$ cat config.mk
export PLATFORM = sky130hd
export DESIGN_NAME = ldl_rr_pri_v2
export DESIGN_NICKNAME = d
export VERILOG_FILES = /design/src/rtl/ldl_rr_pri_v2.sv
export SDC_FILE = /design/constraint.sdc
export NUM_CORES = 1
export LEC_CHECK = 0
export BUFFER_PORTS_ARGS = -buffer_cell sky130_fd_sc_hd__buf_2
export CAP_MARGIN = 20
export CORE_ASPECT_RATIO = 0.7
export CORE_MARGIN = 3
export CORE_UTILIZATION = 48
export DETAILED_ROUTE_END_ITERATION = 6
export PLACE_DENSITY = 0.76
export RECOVER_POWER = 50
export SYNTH_ARGS = -nofsm -noshare
export SYNTH_HDL_FRONTEND = slang
export SYNTH_SLANG_ARGS = --single-unit
$ cat constraint.sdc
create_clock -name clk -period 9.75 [get_ports clk]
set_input_delay 1.95 -clock clk [delete_from_list [all_inputs] [get_ports clk]]
set_output_delay 1.95 -clock clk [all_outputs]
set_load 0.02 [all_outputs]
$ cat src/rtl/ldl_rr_pri_v2.sv
// Class-of-service round-robin arbiter with per-class pointers, age-based promotion
// of starving requesters, and a registered valid/ready output stage.
module ldl_rr_pri_v2 #(
    parameter int NUM_REQ    = 8,
    parameter int BIN_WIDTH  = $clog2(NUM_REQ),
    parameter int COS_WIDTH  = 2,
    parameter int USER_WIDTH = 1,
    parameter int AGE_WIDTH  = 4,
    parameter int AGE_LIMIT  = 8
) (
    input  logic                             clk,
    input  logic                             rst,
    input  logic [NUM_REQ-1:0]               req,
    input  logic [NUM_REQ*COS_WIDTH-1:0]     icos,
    input  logic [NUM_REQ*USER_WIDTH-1:0]    iuser,
    input  logic                             ready,
    output logic [NUM_REQ-1:0]               ack,
    output logic                             valid,
    output logic [BIN_WIDTH-1:0]             bin,
    output logic [COS_WIDTH-1:0]             ocos,
    output logic [USER_WIDTH-1:0]            ouser,
    output logic                             oaged
);

    localparam int NUM_CLS = 1 << COS_WIDTH;
    localparam logic [BIN_WIDTH-1:0] LAST_IDX = BIN_WIDTH'(NUM_REQ - 1);
    localparam bit AGING_EN = (AGE_LIMIT != 0);
    localparam logic [AGE_WIDTH-1:0] AGE_THR = AGING_EN ? AGE_WIDTH'(AGE_LIMIT) : '1;

    logic [BIN_WIDTH-1:0] ptr_q [NUM_CLS];
    logic [AGE_WIDTH-1:0] age_q [NUM_REQ];
    logic [COS_WIDTH-1:0] ecos  [NUM_REQ];

    logic                  load;
    logic                  grant;
    logic                  found;
    logic [COS_WIDTH-1:0]  top;
    logic [BIN_WIDTH-1:0]  base;
    logic [NUM_REQ-1:0]    cand;
    logic [NUM_REQ-1:0]    cand_hi;
    logic [NUM_REQ-1:0]    win_oh;
    logic [BIN_WIDTH-1:0]  win;
    logic [BIN_WIDTH-1:0]  nxt_ptr;
    logic [COS_WIDTH-1:0]  sel_cos;
    logic [USER_WIDTH-1:0] sel_user;
    logic                  sel_aged;

    assign load = !valid || ready;

    always_comb begin
        for (int unsigned i = 0; i < NUM_REQ; i++) begin
            if (AGING_EN && (age_q[i] >= AGE_THR)) begin
                ecos[i] = '1;
            end else begin
                ecos[i] = icos[i*COS_WIDTH +: COS_WIDTH];
            end
        end
    end

    // Rotate-by-mask scan: candidates at or above the pointer first, then wrap to the
    // lowest candidate. An out-of-range pointer empties cand_hi and so wraps cleanly.
    always_comb begin
        top     = '0;
        cand    = '0;
        cand_hi = '0;
        win     = '0;
        win_oh  = '0;
        found   = 1'b0;
        for (int unsigned i = 0; i < NUM_REQ; i++) begin
            if (req[i] && (ecos[i] > top)) begin
                top = ecos[i];
            end
        end
        base = ptr_q[top];
        for (int unsigned i = 0; i < NUM_REQ; i++) begin
            cand[i]    = req[i] && (ecos[i] == top);
            cand_hi[i] = cand[i] && (BIN_WIDTH'(i) >= base);
        end
        for (int unsigned i = 0; i < NUM_REQ; i++) begin
            if (cand_hi[i] && !found) begin
                win       = BIN_WIDTH'(i);
                win_oh[i] = 1'b1;
                found     = 1'b1;
            end
        end
        for (int unsigned i = 0; i < NUM_REQ; i++) begin
            if (cand[i] && !found) begin
                win       = BIN_WIDTH'(i);
                win_oh[i] = 1'b1;
                found     = 1'b1;
            end
        end
    end

    always_comb begin
        sel_cos  = '0;
        sel_user = '0;
        sel_aged = 1'b0;
        for (int unsigned i = 0; i < NUM_REQ; i++) begin
            if (win_oh[i]) begin
                sel_cos  = icos[i*COS_WIDTH +: COS_WIDTH];
                sel_user = iuser[i*USER_WIDTH +: USER_WIDTH];
                sel_aged = (ecos[i] != icos[i*COS_WIDTH +: COS_WIDTH]);
            end
        end
    end

    assign grant   = load && found;
    assign ack     = grant ? win_oh : '0;
    assign nxt_ptr = (win == LAST_IDX) ? '0 : win + 1'b1;

    always_ff @(posedge clk or posedge rst) begin
        if (rst) begin
            valid <= 1'b0;
            bin   <= '0;
            ocos  <= '0;
            ouser <= '0;
            oaged <= 1'b0;
            for (int unsigned c = 0; c < NUM_CLS; c++) begin
                ptr_q[c] <= '0;
            end
            for (int unsigned i = 0; i < NUM_REQ; i++) begin
                age_q[i] <= '0;
            end
        end else if (load) begin
            valid <= grant;
            if (grant) begin
                bin        <= win;
                ocos       <= sel_cos;
                ouser      <= sel_user;
                oaged      <= sel_aged;
                ptr_q[top] <= nxt_ptr;
                for (int unsigned i = 0; i < NUM_REQ; i++) begin
                    if (win_oh[i] || !req[i]) begin
                        age_q[i] <= '0;
                    end else if (age_q[i] != '1) begin
                        age_q[i] <= age_q[i] + 1'b1;
                    end
                end
            end
        end
    end

endmodule

==> reports/metrics.csv <==
metric,value,unit
placed inst area,5220,sq um
largest net degree at the start of global routing,28,
post-synth top area cell,dfrtp_1,
full die area,11100,sq um
Die H,88.9,microns
FILL cells,860,
residual DRC count,0,
yosys warns,0,
syn_nets,593,
Core Area,9290,sq um
Async SR Flop Fraction,100,%
htree depth,2,
die width,124,microns
CTS Buf Count,5,
CP Capture Type,primary output,
initial antenna violation count,0,
Unique masters post-synth,89,
maximum vdd drop,0.146,mV
largest fanout on the critical path,5,
hold_buf cts,0,
dpl hpwl,11500,microns
Yosys reg bits,52,
Via density,6.57,
CTS sink cnt,52,
syn avg cell area,8.69,sq um
f_max,0.106,GHz
slew margin rel.,1.29,%
Slew Limit Fails,0,
fin nets,656,
Initial DRC Count,584,
Rows,29,
Power per Cell Area,251,nW/um^2
GPL Wtd Cong,1.00,
grt ovf,0,
routed len/inst,19.9,microns
root buffer cell,clkbuf_16,
setup_tns,0,ns
clk_lat worst skew,0.31,ns
Critical Path AT,7.45,ns
"top cells by count, synth","dfrtp_1 (52), nand2_1 (46), nor2_1 (43)",
Critical Path Max Stage Delay,0.64,ns
"Hold Vio Cnt, Final",0,
Worst Max-Slew Pin Slew,1.48,ns
Pre-antenna DRT Iters,5,
Setup-failing EPs final,0,
max cap viols,0,
number of global-route vias before repair,4433,
Final min period,9.40,ns
critical path class,in2out,
Fin Clk Skew,0.00892,ns
register area share after synthesis,27.6,%
I/O Pins,51,
ys flop type,dfrtp_1,
DR vias,4796,
Mapped Cells,542,
status,finished clean,
CP required,7.80,ns
Initial Util,50.7,%
IO buf count,50,
Post-synth EDFFs,0,
Synth top area share,27.6,%
"Cell Area, Synth",4710,sq um
CP Launch Type,input pin,
Hold Crit Class,reg2reg,
top-count cell post-synth,dfrtp_1,
Pleak,2.35,nW
RSZ-0062 raised after global routing,false,
TritonCTS clock tree,yes,
final instance area,5380,sq um
GRT Total Usage,26.6,%
clk buf depth,2,
clk slew on worst S/H paths,0.07,ns
Post-Route WL,14500,microns
Antenna Diode Count,0,
first-pass GRT wire length,23300,microns
period utilization,96.4,%
layout cells sized above 1,22.8,%
Syn-to-layout area delta,14.2,%
Synth area leaders,"dfrtp_1 (28%), ha_1 (4.3%), a21oi_1 (4.0%), nand2_1 (3.7%), mux2_2 (3.6%)",
Critical-path top delay cell,a2111oi_2,
remaining antenna violation count after routing,0,
-- state kept, by name, summed over array words and instances (netlist names) --
signal and flops:
bin 3, ocos 2, oaged 1, age_q 32, ouser 1, valid 1
ptr_q 12
-- worst paths after layout --
path / endpoint / slack (ns) / cells past startpoint / startpoint
min in group asynchronous: bin[2] / 1.88 / 2 / rst
max in group asynchronous: age_q[21] / 5.96 / 3 / rst
worst max-delay path: ack[7] / 0.35 / 25 / icos[3]
worst min-delay path: bin[1] / 0.50 / 1 / bin[1]
worst max register to register: ptr_q[8] / 2.75 / 28 / age_q[27]
worst min register to register: bin[1] / 0.50 / 1 / bin[1]
-- cells by family after synthesis --
family,Yosys count,synth area share (%)
AO/OA/AOI/OAI,195,33.0
XOR/XNOR,9,1.67
adder cells (fa/ha/maj),16,4.25
buffers and inverters,59,5.50
flip-flops,52,27.6
multiplexers,29,8.02
AND/OR/NAND/NOR,182,20.0
-- per-stage QoR --
| stage | utilization, % | hold slack, ns | std cells | setup slack (ns) | power, mW |
|---|---|---|---|---|---|
| after floorplan | - | 0.476 | 542 | 1.04 | 0.911 |
| after global placement | 56.0 | 0.468 | 719 | 0.351 | 1.12 |
| after detailed placement | 56.2 | 0.474 | 720 | 0.368 | 1.14 |
| after CTS | 57.8 | 0.493 | 728 | 0.353 | 1.33 |
| after global routing | 57.9 | 0.521 | 730 | 0.0175 | 1.44 |
| final | 57.9 | 0.497 | 730 | 0.348 | 1.35 |
-- per-layer routing --
| layer | global-route usage (%) | vias up | routed length, microns |
|---|---|---|---|
| li1 | - | 2204 | - |
| met1 | 39.5 | 2309 | 6780 |
| met2 | 38.0 | 263 | 5830 |
| met3 | 6.69 | 20 | 1710 |
| met4 | 7.76 | 0 | 229 |
| met5 | 0 | - | 0 |
-- worst max-delay path: cells and delay by family --
kind / cells / cell delay, ns
AO/OA/AOI/OAI: 8 / 1.97
buffers and inverters: 6 / 0.85
multiplexers: 1 / 0.19
adder cells (fa/ha/maj): 2 / 0.62
AND/OR/NAND/NOR: 8 / 1.85
-- timing repair --
action / CTS / global route
endpoints found under the setup margin: 0 / 8
endpoints found under the hold margin: 0 / 0
resized for setup: 0 / 5
setup buffers: 0 / 2
-- report_power, final --
part | total (mW) | internal, mW | switching, mW
Sequential | 0.367 | 0.298 | 0.0691
Clock | 0.180 | 0.0960 | 0.0836
Combinational | 0.803 | 0.313 | 0.490
Total | 1.35 | 0.707 | 0.642
-- cell usage in the layout (no fill, tap or decap), drive strengths merged, types with 16 or more instances in the layout --
cell type and n:
mux2 20, dfrtp 52, a21oi 42, inv 36, buf 70, nor2 46
nand3 27, o21ai 33, ha 16, nand2 47
-- layout make-up --
cell class	instances	area, sq um	area share (%)
tap	124	155	2.88
inverter	36	136	2.53
timing repair buffer	79	454	8.44
multi-input combinational	431	3190	59.3
clock inverter	2	13.8	0.256
sequential	52	1300	24.2
clock buffer	6	129	2.40
Note: power is estimated with default switching activity, not from simulation.
